## src/rtl/hbridge_dead_time_if.sv

```systemverilog
// H-bridge gate-drive bundle: per-track requests in, gate drives and fault out.
// master = request source (driver logic), slave = dead-time stage.
interface hbridge_dead_time_if #(
  parameter int NUM_TRACKS = 4
);
  logic [NUM_TRACKS-1:0] leftHigh;
  logic [NUM_TRACKS-1:0] leftEn;
  logic [NUM_TRACKS-1:0] rightHigh;
  logic [NUM_TRACKS-1:0] rightEn;
  logic [NUM_TRACKS-1:0] leftHiGate;
  logic [NUM_TRACKS-1:0] leftLoGate;
  logic [NUM_TRACKS-1:0] rightHiGate;
  logic [NUM_TRACKS-1:0] rightLoGate;
  logic [NUM_TRACKS-1:0] fault;

  modport master (
    output leftHigh, leftEn, rightHigh, rightEn,
    input  leftHiGate, leftLoGate, rightHiGate, rightLoGate, fault
  );

  modport slave (
    input  leftHigh, leftEn, rightHigh, rightEn,
    output leftHiGate, leftLoGate, rightHiGate, rightLoGate, fault
  );
endinterface

```

## src/rtl/hbridge_dead_time.sv

```systemverilog
// Dead-time gate-drive stage for 2*NUM_TRACKS half-bridges.
// Optional latched both-high fault: define DT_FAULT_LATCH_EN.
module hbridge_dead_time #(
  parameter int NUM_TRACKS  = 4,
  parameter int DEAD_CYCLES = 4
) (
  input  logic clk,
  input  logic reset,
  hbridge_dead_time_if.slave br
);

  localparam int NHB = 2 * NUM_TRACKS;
  localparam int CW  = $clog2(DEAD_CYCLES + 1);
  localparam logic [CW-1:0] CNT_LOAD = CW'(DEAD_CYCLES - 1);

  typedef enum logic [1:0] {
    GAP = 2'd0,
    HI  = 2'd1,
    LO  = 2'd2
  } state_t;

  typedef enum logic [1:0] {
    REQ_OFF = 2'd0,
    REQ_HI  = 2'd1,
    REQ_LO  = 2'd2
  } req_t;

  // Half-bridge h: left side for h < NUM_TRACKS, right side above.
  logic [NHB-1:0] en_w;
  logic [NHB-1:0] high_w;
  logic [NHB-1:0] force_hb;
  logic [NUM_TRACKS-1:0] force_w;

  req_t   req_w   [NHB];
  state_t state_q [NHB];
  state_t state_d [NHB];
  logic [CW-1:0] cnt_q [NHB];
  logic [CW-1:0] cnt_d [NHB];

  logic [NHB-1:0] hi_q;
  logic [NHB-1:0] hi_d;
  logic [NHB-1:0] lo_q;
  logic [NHB-1:0] lo_d;

  assign en_w     = {br.rightEn, br.leftEn};
  assign high_w   = {br.rightHigh, br.leftHigh};
  assign force_hb = {force_w, force_w};

`ifdef DT_FAULT_LATCH_EN
  logic [NUM_TRACKS-1:0] fault_q;
  logic [NUM_TRACKS-1:0] fault_d;
  logic [NUM_TRACKS-1:0] illegal_w;

  // A fault blanks the track at the very edge it is seen.
  always_comb begin
    illegal_w = br.leftEn & br.rightEn
              & br.leftHigh & br.rightHigh;
    fault_d   = fault_q | illegal_w;
    force_w   = fault_d;
  end

  always_ff @(posedge clk) begin
    if (reset) begin
      fault_q <= '0;
    end else begin
      fault_q <= fault_d;
    end
  end

  assign br.fault = fault_q;
`else
  assign force_w  = '0;
  assign br.fault = '0;
`endif

  always_comb begin
    for (int h = 0; h < NHB; h++) begin
      req_w[h] = REQ_OFF;
      if (en_w[h]) begin
        req_w[h] = high_w[h] ? REQ_HI : REQ_LO;
      end
    end
  end

  always_comb begin
    for (int h = 0; h < NHB; h++) begin
      state_d[h] = state_q[h];
      cnt_d[h]   = cnt_q[h];
      if (force_hb[h]) begin
        state_d[h] = GAP;
        cnt_d[h]   = CNT_LOAD;
      end else begin
        unique case (state_q[h])
          HI: begin
            if (req_w[h] != REQ_HI) begin
              state_d[h] = GAP;
              cnt_d[h]   = CNT_LOAD;
            end
          end
          LO: begin
            if (req_w[h] != REQ_LO) begin
              state_d[h] = GAP;
              cnt_d[h]   = CNT_LOAD;
            end
          end
          default: begin
            // Late request changes in the gap do not restart the count.
            if (cnt_q[h] != '0) begin
              cnt_d[h] = cnt_q[h] - CW'(1);
            end else if (req_w[h] == REQ_HI) begin
              state_d[h] = HI;
            end else if (req_w[h] == REQ_LO) begin
              state_d[h] = LO;
            end
          end
        endcase
      end
      hi_d[h] = (state_d[h] == HI);
      lo_d[h] = (state_d[h] == LO);
    end
  end

  always_ff @(posedge clk) begin
    if (reset) begin
      for (int h = 0; h < NHB; h++) begin
        state_q[h] <= GAP;
        cnt_q[h]   <= CNT_LOAD;
      end
      hi_q <= '0;
      lo_q <= '0;
    end else begin
      for (int h = 0; h < NHB; h++) begin
        state_q[h] <= state_d[h];
        cnt_q[h]   <= cnt_d[h];
      end
      hi_q <= hi_d;
      lo_q <= lo_d;
    end
  end

  assign br.leftHiGate  = hi_q[NUM_TRACKS-1:0];
  assign br.leftLoGate  = lo_q[NUM_TRACKS-1:0];
  assign br.rightHiGate = hi_q[NHB-1:NUM_TRACKS];
  assign br.rightLoGate = lo_q[NHB-1:NUM_TRACKS];

endmodule
```

## src/flat_wrapper.sv

```systemverilog
// flat-port wrapper written by rule: the top's interface ports become plain ports
module hbridge_dead_time_flat 
#(
  parameter int NUM_TRACKS  = 4,
  parameter int DEAD_CYCLES = 4
)
  (clk, reset, br_leftHigh, br_leftEn, br_rightHigh, br_rightEn, br_leftHiGate, br_leftLoGate, br_rightHiGate, br_rightLoGate, br_fault);
  hbridge_dead_time_if #(.NUM_TRACKS(NUM_TRACKS)) br_i ();
  input  logic clk;
  input  logic reset;
  input wire logic [$bits(br_i.leftHigh)-1:0] br_leftHigh;
  input wire logic [$bits(br_i.leftEn)-1:0] br_leftEn;
  input wire logic [$bits(br_i.rightHigh)-1:0] br_rightHigh;
  input wire logic [$bits(br_i.rightEn)-1:0] br_rightEn;
  output wire logic [$bits(br_i.leftHiGate)-1:0] br_leftHiGate;
  output wire logic [$bits(br_i.leftLoGate)-1:0] br_leftLoGate;
  output wire logic [$bits(br_i.rightHiGate)-1:0] br_rightHiGate;
  output wire logic [$bits(br_i.rightLoGate)-1:0] br_rightLoGate;
  output wire logic [$bits(br_i.fault)-1:0] br_fault;
  assign br_i.leftHigh = br_leftHigh;
  assign br_i.leftEn = br_leftEn;
  assign br_i.rightHigh = br_rightHigh;
  assign br_i.rightEn = br_rightEn;
  assign br_leftHiGate = br_i.leftHiGate;
  assign br_leftLoGate = br_i.leftLoGate;
  assign br_rightHiGate = br_i.rightHiGate;
  assign br_rightLoGate = br_i.rightLoGate;
  assign br_fault = br_i.fault;
  hbridge_dead_time #(.NUM_TRACKS(NUM_TRACKS), .DEAD_CYCLES(DEAD_CYCLES)) u_core (.clk(clk), .reset(reset), .br(br_i));
endmodule
```

## config.mk

```make
export PLATFORM = sky130hd
export DESIGN_NAME = hbridge_dead_time_flat
export DESIGN_NICKNAME = d
export VERILOG_FILES = /design/src/rtl/hbridge_dead_time_if.sv /design/src/rtl/hbridge_dead_time.sv /design/src/flat_wrapper.sv
export SDC_FILE = /design/constraint.sdc
export NUM_CORES = 1
export LEC_CHECK = 0
export ABC_AREA = 0
export CAP_MARGIN = 20
export CELL_PAD_IN_SITES_DETAIL_PLACEMENT = 1
export CELL_PAD_IN_SITES_GLOBAL_PLACEMENT = 1
export CORE_ASPECT_RATIO = 1.25
export CORE_MARGIN = 2
export CORE_UTILIZATION = 42
export CTS_CLUSTER_DIAMETER = 40
export CTS_CLUSTER_SIZE = 8
export DETAILED_ROUTE_END_ITERATION = 7
export PLACE_DENSITY_LB_ADDON = 0.25
export SYNTH_ARGS = -nofsm -noshare
export SYNTH_HDL_FRONTEND = slang
export SYNTH_SLANG_ARGS = --single-unit
```

## constraint.sdc

```tcl
create_clock -name clk -period 2.4 [get_ports clk]
set_clock_uncertainty 0.1 [all_clocks]
set_input_delay 0.72 -clock clk [delete_from_list [all_inputs] [get_ports clk]]
set_output_delay 0.72 -clock clk [all_outputs]
set_load 0.01 [all_outputs]
```

### Yosys cells after proc, flatten, opt, wreduce, memory -nomap -nowiden

Memories as Yosys holds them, arrays and structs flattened.
Index checks and enable logic that the tools add are counted.

* equal/unequal tests: 64
* bitwise gates (word level): 16
* multiplexer cells: 115
* reductions and logical operators: 8
* add/subtract/negate cells: 8

Operator list (number)
* $mux W2: 64
* $mux W3: 32
* $eq A2 B1 Y1 const B: 24
* $eq A2 B2 Y1 const B: 24
* $pmux W3 S2: 8
* $pmux W2 S2: 8
* $reduce_bool A3 Y1: 8
* $sub A3 B1 Y3 const B: 8
* $ne A2 B1 Y1 const B: 8
* $ne A2 B2 Y1 const B: 8
* $or A1 B1 Y1: 16
* $mux W1: 3

* memories: 2
* word-level logic and storage cells: 215
* flip-flop bits (word level): 16
* RAM bits: 40

Memory list
* u_core.cnt_q: depth 8, bits a word 3, read ports 8, clocked after memory_dff 0, wr ports 8, line hbridge_dead_time.sv:37 `logic [CW-1:0] cnt_q [NHB];`
* u_core.state_q: depth 8, bits a word 2, read ports 8, clocked after memory_dff 0, wr ports 8, line hbridge_dead_time.sv:35 `state_t state_q [NHB];`

### Longest topological paths before layout

Gate-level depths: netlist of the first run.

* depth in word-level cells: 8
* mapped depth: 7
* depth with buffers taken out: 7

### Worst setup path before layout of the first run

OpenSTA, ideal clock, no wires.

* path kind: input -> register
* from: input br_rightHigh[1]
* to: memory u_core.cnt_q[0][17] (netlist bit)
* arrival: 1.718 ns
* path slack: 0.495 ns
* cell stages on the path: 4
* cells stage by stage: mux2_4 > a22oi_4 > or4b_1 > o31ai_1

RTL lines
* start: declaration: line flat_wrapper.sv:13 `input wire logic [$bits(br_i.rightHigh)-1:0] br_rightHigh;`
* end: declaration: line hbridge_dead_time.sv:37

### Worst setup path after layout of the first run

* from: input br_rightHigh[3]
* to: register u_core.hi_q[7]

* word-level cells in the longest chain between the ends: 8

Ends and longest elaborated chain
* $mux W2 *: line hbridge_dead_time.sv:80 `req_w[h] = high_w[h] ? REQ_HI : REQ_LO;`
* $mux W2 *: line hbridge_dead_time.sv:79 `if (en_w[h]) begin`
* $eq A2 B2 Y1: line hbridge_dead_time.sv:112 `end else if (req_w[h] == REQ_LO) begin`
* $mux W2: line hbridge_dead_time.sv:112
* $mux W2: line hbridge_dead_time.sv:110 `end else if (req_w[h] == REQ_HI) begin`
* $mux W2: line hbridge_dead_time.sv:108 `if (cnt_q[h] != '0) begin`
* $pmux W2 S2 *: line hbridge_dead_time.sv:93 `unique case (state_q[h])`
* $eq A2 B1 Y1 *: line hbridge_dead_time.sv:118 `hi_d[h] = (state_d[h] == HI);`
* end signal: assignment: line hbridge_dead_time.sv:136 `hi_q <= hi_d;`
* end: declaration: line hbridge_dead_time.sv:40 `logic [NHB-1:0] hi_q;`

Mark *: on every way between the ends. The rest lies on a longest branch, timed or not.
A chain may end at the register's enable or synchronous reset.

==> results of run 1 <==
## cells in the mapped netlist (all sizes together)
cell	count	share of area, %
conb	1	0.13
a41oi	5	1.5
mux2i	5	1.7
buf	6	1.3
a2bb2oi	2	0.59
o31ai	5	1.3
a21oi	30	5.1
mux2	9	3.9
dfxtp	56	38
ha	32	14
and3	5	1.1
nand4	5	1.1
nor2	24	3.1
and3b	1	0.30
nor3	33	5.6
a22oi	11	4.7
a21boi	5	1.3
and2	5	1.1
or4b	4	1.4
nor3b	8	2.0
o21ai	5	0.85
clkbuf	6	0.76
nand2b	3	0.64
nand3b	3	0.76
inv	47	6.0
nand2	20	2.5
## layout make-up
cell class	instances	area, um^2
Sequential cell	56	1121
Clock buffer	6	82.58
Timing Repair Buffer	46	435.4
Fill cell	810	3318
Clock inverter	2	38.79
Inverter	47	176.4
Multi-Input combinational cell	224	1607
Tap cell	90	112.6
## critical path, cell delays in order
cell and delay (ns):
clkdlybuf4s50_1 0.51, mux2_2 0.36, and3b_1 0.18, a22oi_1 0.28
nor3b_1 0.24
## kinds of logic after synthesis
group | synth area share [%]
buffers and inverters | 8.009
other | 0.1270
flip-flops | 37.97
AO/OA/AOI/OAI | 15.21
multiplexers | 5.636
adder cells (fa/ha/maj) | 13.56
AND/OR/NAND/NOR | 19.49
## layer usage
metal	up-vias	global-route usage, %	part of all wire, %
met5	-	0	0
met4	0	4.775	0.96
met3	4	2.957	2.7
met2	31	28.62	53
met1	1134	17.82	43
li1	1232	-	-
## sequential cells by signal, summed over array words and instances (netlist names)
name and cells:
u_core.state_q 16, u_core.lo_q 8, u_core.hi_q 8, u_core.cnt_q 24
## report_power, final
group	leakage [nW]	internal, mW	switching [mW]
clock network	0.0614	0.341	0.300
logic	1.12	0.427	0.449
registers	0.457	1.11	0.0876
total	1.64	1.88	0.837
## worst min path at each step
stage                                             to                              from  slack [ns]  depth (start not counted)
global placement    u_core.cnt_q[0][11]$_SDFFE_PP0P_  u_core.cnt_q[0][11]$_SDFFE_PP0P_        0.35                          2
floorplan           u_core.cnt_q[0][11]$_SDFFE_PP0P_  u_core.cnt_q[0][11]$_SDFFE_PP0P_        0.35                          2
detailed placement   u_core.cnt_q[0][8]$_SDFFE_PP0P_   u_core.cnt_q[0][8]$_SDFFE_PP0P_        0.37                          2
global route         u_core.cnt_q[0][8]$_SDFFE_PP0P_   u_core.cnt_q[0][8]$_SDFFE_PP0P_        0.40                          2
finish               u_core.cnt_q[0][8]$_SDFFE_PP0P_   u_core.cnt_q[0][8]$_SDFFE_PP0P_        0.37                          2
CTS                  u_core.cnt_q[0][8]$_SDFFE_PP0P_   u_core.cnt_q[0][8]$_SDFFE_PP0P_        0.38                          2
## cells in the final DEF, fill, tap and decap left out, drive strengths merged, types with 8 or more instances in the layout
cell / instances
ha: 32
a21oi: 30
nor3: 33
inv: 47
nor2: 24
a22oi: 11
nand2: 20
buf: 14
dfxtp: 56
clkdlybuf4s50: 32
nor3b: 8
mux2: 9
==> impl_results.md, run 1 <==
- Fmax: 461.8 MHz
- Worst path setup slack after routing: 0.2344 ns
- Total power density per cell area: 759.1 mW/mm^2
- Worst-path fanout max: 3
- First-pass GRT wire length: 10.03 mm
- DRC viols: 0
- Class of the most critical setup path: input port to flip-flop
- Fraction of layout cells with a size suffix above 1: 9.449%
- CTS Buffer Depth: 2
- Core utilization of the finished layout: 51.85%
- Post-route cell area: 0.003573 mm^2
- Beginning of the worst register-to-register path: u_core.cnt_q[0][21]$_SDFFE_PP1P_
- Overflow after GRT: 0
- Placer congestion estimate: 0.7162
- Detailed Route Iter0 Violations: 41
- Reported leakage power: 1.638 nW
- Number of antenna violations at the first check in global routing: 0
- Placed insts: 463
- Post-Synthesis Cells: 336
- Depth of the worst register-to-register path: 7
- Die Y: 97.75 um
- Worst IR Drop VDD: 0.3144 mV
- Worst hold slack across all endpoints: 0.3713 ns
- Routed wirelength normalized by instance count: 11.77 um
- Final ANT Viol Nets: 0
- Wire length reported by the detailed router: 5.546 mm
- Vias after detailed routing: 2401
- Setup TNS: 0 ns
- Clock-pin slew reported for the worst setup and hold paths after clock tree synthesis: 0.10 ns
- Placement Cell Area: 0.003452 mm^2
- Worst slack after detailed placement: -0.07233 ns
- Final setup viols: 0
- Worst setup endpoint: u_core.hi_q[7]$_SDFF_PP0_
- Register bit total from synthesis: 56
- Count of buffers from port buffering: 33
- CTS tree: done
- Number of global-route vias before repair: 2432
- Total power draw: 2.713 mW
- Horizontal die dimension: 79.00 um
- Origin of the worst setup path: br_rightHigh[3]
- Number of hold violations in the final report: 0
- Row cnt: 34
- Number of buffers added by the clock tree synthesis step: 5
- Endpoint class of the critical path: flip-flop
- Share of the clock period used by the worst path after layout: 90.23%
- Worst Path Arrival: 2.29 ns
- HPWL after detailed placement: 4.388 mm
- Vias per cell: 5.098
- Root Buffer Master: clkbuf_8
- Worst R2R End: u_core.lo_q[7]$_SDFF_PP0_
- Maximum number of pins on one net before global-route repair: 30
- Number of hold buffers added after CTS: 0
- Final cell count without fillers: 471
- Boundary Pins: 38
- Worst-Skew Late Latency: 0.31 ns
- YS warnings: 0
- Share of the yosys chip area belonging to registers: 37.97%
- Number of distinct library cells after synthesis: 30
- Number of max-cap violations: 0
- Sinks on Clock Net: 56
- Nature of the critical path startpoint: input port
- Pins Over Slew Limit: 0
- H-tree depth: 2
- Setup repair after global routing missed its margin: no
- Total inserted antenna cells: 0
- Result of the run: finished clean
- Die Footprint: 0.007721 mm^2
- Minimum clock period: 2.166 ns
- Core area: 0.006892 mm^2
- Cell area after synthesis: 0.002953 mm^2
- HP Class: flip-flop to flip-flop
- Mean post-synth cell area: 8.788 um^2
- Post-CTS Repair Setup Buffers: 0
- Worst path required time: 2.53 ns
- Number of nets at the end of the flow: 430
- Setup slack of the most critical reg-to-reg path: 0.48 ns
- Tot GR Track Use: 15.53%
- Initial cell density of the core: 42.85%
- Synthesis-to-layout area growth: 21.02%
- Total of cells resized after clock tree synthesis: 0
- Count of TritonRoute iterations in the first routing pass: 4
Power figures use the tool's default switching activity.
==> run 2: changes to the inputs <==
- CAP_MARGIN: 20 -> default
- CELL_PAD_IN_SITES_DETAIL_PLACEMENT: 1 -> default
- CELL_PAD_IN_SITES_GLOBAL_PLACEMENT: 1 -> default
- CORE_UTILIZATION: 42 -> 55
==> impl_results.md, run 2 (same netlist as run 1, synthesis figures left out) <==
- Root Buffer Master: clkbuf_8
- CTS Buffer Depth: 2
- Die Footprint: 0.005974 mm^2
- Initial cell density of the core: 57.72%
- Worst IR Drop VDD: 0.4579 mV
- Number of max-cap violations: 0
- Vias per cell: 5.352
- Minimum clock period: 2.088 ns
- DRC viols: 0
- Vias after detailed routing: 2355
- Setup TNS: 0 ns
- Number of antenna violations at the first check in global routing: 0
- Nature of the critical path startpoint: input port
- Fraction of layout cells with a size suffix above 1: 8.730%
- Core area: 0.005116 mm^2
- CTS tree: done
- Number of nets at the end of the flow: 427
- Largest regs: u_core.cnt_q x24, u_core.state_q x16
- Wire length reported by the detailed router: 4.787 mm
- Core utilization of the finished layout: 68.57%
- Worst Path Arrival: 2.21 ns
- Count of TritonRoute iterations in the first routing pass: 4
- HP Class: flip-flop to flip-flop
- Detailed Route Iter0 Violations: 109
- Number of global-route vias before repair: 2227
- Total inserted antenna cells: 0
- Worst path required time: 2.52 ns
- First-pass GRT wire length: 8.645 mm
- Fmax: 478.9 MHz
- Routed wirelength normalized by instance count: 10.88 um
- Number of hold violations in the final report: 0
- Synthesis-to-layout area growth: 18.81%
- Clock-pin slew reported for the worst setup and hold paths after clock tree synthesis: 0.09 ns
- Placer congestion estimate: 0.7589
- Final ANT Viol Nets: 0
- Tot GR Track Use: 17.16%
- Total of cells resized after clock tree synthesis: 0
- Endpoint class of the critical path: flip-flop
- Share of the clock period used by the worst path after layout: 87.01%
- Boundary Pins: 38
- Worst-Skew Late Latency: 0.29 ns
- HPWL after detailed placement: 3.625 mm
- Maximum number of pins on one net before global-route repair: 26
- Post-CTS Repair Setup Buffers: 0
- Horizontal die dimension: 69.54 um
- Max reg flops: 24
- Worst hold slack across all endpoints: 0.3699 ns
- Overflow after GRT: 0
- Commonest non-fill, non-tap cell in the layout: dfxtp_1
- Total power density per cell area: 771.9 mW/mm^2
- Worst-path fanout max: 3
- Post-route cell area: 0.003508 mm^2
- Class of the most critical setup path: input port to flip-flop
- H-tree depth: 2
- Final setup viols: 0
- Reported leakage power: 1.622 nW
- Row cnt: 29
- Count of buffers from port buffering: 33
- Number of hold buffers added after CTS: 0
- Most frequent cells in the layout: dfxtp_1 (56), inv_1 (47), nor3_1 (33)
- Pins Over Slew Limit: 0
- Biggest register: u_core.cnt_q
- Number of buffers added by the clock tree synthesis step: 5
- Placement Cell Area: 0.003382 mm^2
- Sinks on Clock Net: 56
- Setup repair after global routing missed its margin: no
- Worst slack after detailed placement: 0.004365 ns
- Result of the run: finished clean
- Worst path setup slack after routing: 0.3117 ns
- Die Y: 85.92 um
[run 2: cell type report]
| class | instances | area (um^2) |
|---|---|---|
| timing repair buffer | 43 | 400.4 |
| clock inverter | 1 | 30.03 |
| fill | 423 | 1608 |
| sequential | 56 | 1121 |
| clock buffer | 7 | 96.34 |
| tap | 62 | 77.57 |
| inverter | 47 | 176.4 |
| multi-input combinational | 224 | 1607 |
[run 2: metrics by stage]
step,cells,total power [mW]
2_1_floorplan,339,1.831
3_3_place_gp,432,2.035
3_5_place_dp,432,2.077
4_1_cts,440,2.748
5_1_grt,440,2.933
6_report,440,2.708
[run 2: worst paths after layout]
path,from,end,slack (ns),cells after the start
max,br_rightHigh[1],u_core.cnt_q[0][17]$_SDFFE_PP0P_,0.31,5
min,u_core.cnt_q[0][8]$_SDFFE_PP0P_,u_core.cnt_q[0][8]$_SDFFE_PP0P_,0.37,2
max reg2reg,u_core.cnt_q[0][21]$_SDFFE_PP1P_,u_core.lo_q[7]$_SDFF_PP0_,0.52,7
min reg2reg,u_core.cnt_q[0][8]$_SDFFE_PP0P_,u_core.cnt_q[0][8]$_SDFFE_PP0P_,0.37,2
[run 2: per-layer routing]
layer | GRT usage [%] | routed length [um]
met2 | 32.60 | 2469
met4 | 5.526 | 40
met3 | 3.878 | 132
met5 | 0 | 0
met1 | 18.74 | 2145
[run 2: where the power goes]
group | switching (mW) | internal [mW] | leakage (nW) | total (mW)
logic | 0.442 | 0.421 | 1.10 | 0.863
registers | 0.0880 | 1.11 | 0.457 | 1.20
clock network | 0.282 | 0.368 | 0.0645 | 0.650
[run 2: critical path, cell delays in order]
cell	delay (ns)
clkdlybuf4s50_1	0.49
mux2_4	0.33
a22oi_4	0.15
or4b_1	0.44
o31ai_1	0.07
==> run 3: changes to the inputs <==
- CORE_MARGIN: 2 -> default
==> impl_results.md, run 3 (same netlist as run 1, synthesis figures left out) <==
- Result of the run: finished clean
- Total inserted antenna cells: 0
- Switching pwr: 0.8358 mW
- Int Power: 2.053 mW
- First-pass GRT wire length: 8.804 mm
- Number of hold buffers added after CTS: 0
- Total of cells resized after clock tree synthesis: 0
- Placement Cell Area: 0.003402 mm^2
- Routed wl met3: 110 um
- Overflow after GRT: 0
- Number of antenna violations at the first check in global routing: 0
- Minimum clock period: 2.124 ns
- Highest routed metal layer: met4
- Fmax: 470.7 MHz
- Boundary Pins: 38
- Nature of the critical path startpoint: input port
- Final ANT Viol Nets: 0
- Routed length on met2: 2.650 mm
- DRC viols: 0
- Horizontal die dimension: 67.54 um
- Final cell count without fillers: 441
- Routed wirelength normalized by instance count: 11.53 um
- Core utilization of the finished layout: 69.60%
- Count of buffers from port buffering: 33
- Number of buffers added by the clock tree synthesis step: 5
- Synthesis-to-layout area growth: 20.59%
- Maximum number of pins on one net before global-route repair: 33
- Number of global-route vias before repair: 2227
- Die Footprint: 0.005668 mm^2
- Vias after detailed routing: 2342
- Post-CTS Repair Setup Buffers: 0
- Detailed Route Iter0 Violations: 75
- CTS tree: done
- Worst IR Drop VDD: 0.4703 mV
- Count of TritonRoute iterations in the first routing pass: 4
- HPWL after detailed placement: 3.847 mm
- H-tree depth: 2
- Number of max-cap violations: 0
- Portion of total power attributed to combinational logic: 30.3%
- Worst Path Arrival: 2.24 ns
- Number of nets at the end of the flow: 428
- Most frequent cells in the layout: dfxtp_1 (56), inv_1 (47), nor3_1 (33)
- Worst path required time: 2.52 ns
- Tot GR Track Use: 19.80%
- Met1 Routed Length: 2.252 mm
- Fraction of layout cells with a size suffix above 1: 8.971%
- CTS Buffer Depth: 2
- Clock-pin slew reported for the worst setup and hold paths after clock tree synthesis: 0.09 ns
- Vias per cell: 5.311
- Share of total power in sequential cells: 41.4%
- Total power draw: 2.889 mW
- HP Class: flip-flop to flip-flop
- Relative slew margins: 65.09%
- Sinks on Clock Net: 56
- Worst-path fanout max: 3
- Setup repair after global routing missed its margin: no
- Fraction of power spent switching nets: 28.93%
- Transition time of the tightest slew-check pin: 0.5237 ns
- Worst hold slack across all endpoints: 0.3786 ns
- Clock network power share: 28.3%
- Largest regs: u_core.cnt_q x24, u_core.state_q x16
- Reported leakage power: 1.645 nW
- Worst-Skew Late Latency: 0.31 ns
- Number of hold violations in the final report: 0
- Total power density per cell area: 811.3 mW/mm^2
- Core area: 0.005116 mm^2
- Endpoint class of the critical path: flip-flop
- Die Y: 83.92 um
- Root Buffer Master: clkbuf_8
- Placer congestion estimate: 0.7607
- Final setup viols: 0
- Placed insts: 433
- Wire length reported by the detailed router: 5.084 mm
- Post-route cell area: 0.003561 mm^2
- Commonest non-fill, non-tap cell in the layout: dfxtp_1
- Share of the clock period used by the worst path after layout: 88.52%
- Initial cell density of the core: 57.72%
- Class of the most critical setup path: input port to flip-flop
- Max reg flops: 24
- Pins Over Slew Limit: 0
- Biggest register: u_core.cnt_q
- Row cnt: 29
-- run 3: changes by cell type in the layout (fill, tap and decap cells not counted), sizes merged --
| cell | before | now |
|---|---|---|
| bufinv | 1 | 3 |
| clkbuf | 7 | 5 |
| buf | 11 | 12 |
-- run 3: final timing paths --
| kind | startpoint | end | slack (ns) | cells after the start |
|---|---|---|---|---|
| setup / recovery | br_rightHigh[1] | u_core.cnt_q[0][17]$_SDFFE_PP0P_ | 0.28 | 5 |
| hold / removal | u_core.cnt_q[0][2]$_SDFFE_PP0P_ | u_core.cnt_q[0][2]$_SDFFE_PP0P_ | 0.38 | 2 |
| hold reg to reg | u_core.cnt_q[0][2]$_SDFFE_PP0P_ | u_core.cnt_q[0][2]$_SDFFE_PP0P_ | 0.38 | 2 |
| setup reg to reg | u_core.cnt_q[0][6]$_SDFFE_PP1P_ | u_core.lo_q[2]$_SDFF_PP0_ | 0.49 | 7 |
-- run 3: final cells by class --
class / instances / area, um^2
clock inverters: 3 / 90.09
flip-flops and latches: 56 / 1121
multi-input cells: 224 / 1607
well taps: 62 / 77.57
inverters: 47 / 176.4
clock buffers: 5 / 68.82
fillers: 413 / 1555
repair buffers: 44 / 420.4
-- run 3: worst max-delay path: stages --
cell	delay (ns)
clkdlybuf4s50_1	0.50
mux2_4	0.34
a22oi_4	0.15
or4b_1	0.45
o31ai_1	0.07
-- run 3: through the flow --
step | setup WS [ns] | setup TNS, ns
final | 0.2756 | 0
after global routing | 0.2179 | 0
after CTS | 0.2972 | 0
after detailed placement | -0.03144 | -0.05194
after global placement | 0.02574 | 0
after floorplan | 0.4949 | 0
-- run 3: power by group through the flow --
stage / registers [mW] / logic (mW) / clock network (mW)
after floorplan: 1.21 / 0.623 / 0
after CTS: 1.20 / 0.889 / 0.836
after global routing: 1.22 / 1.01 / 0.881
after detailed placement: 1.22 / 0.878 / 0
final: 1.20 / 0.876 / 0.816
after global placement: 1.21 / 0.829 / 0
-- run 3: layer usage --
metal,GRT usage (%),vias up
met4,6.190,0
met3,4.645,6
li1,-,1235
met2,36.36,27
met5,0,-
met1,21.17,1074
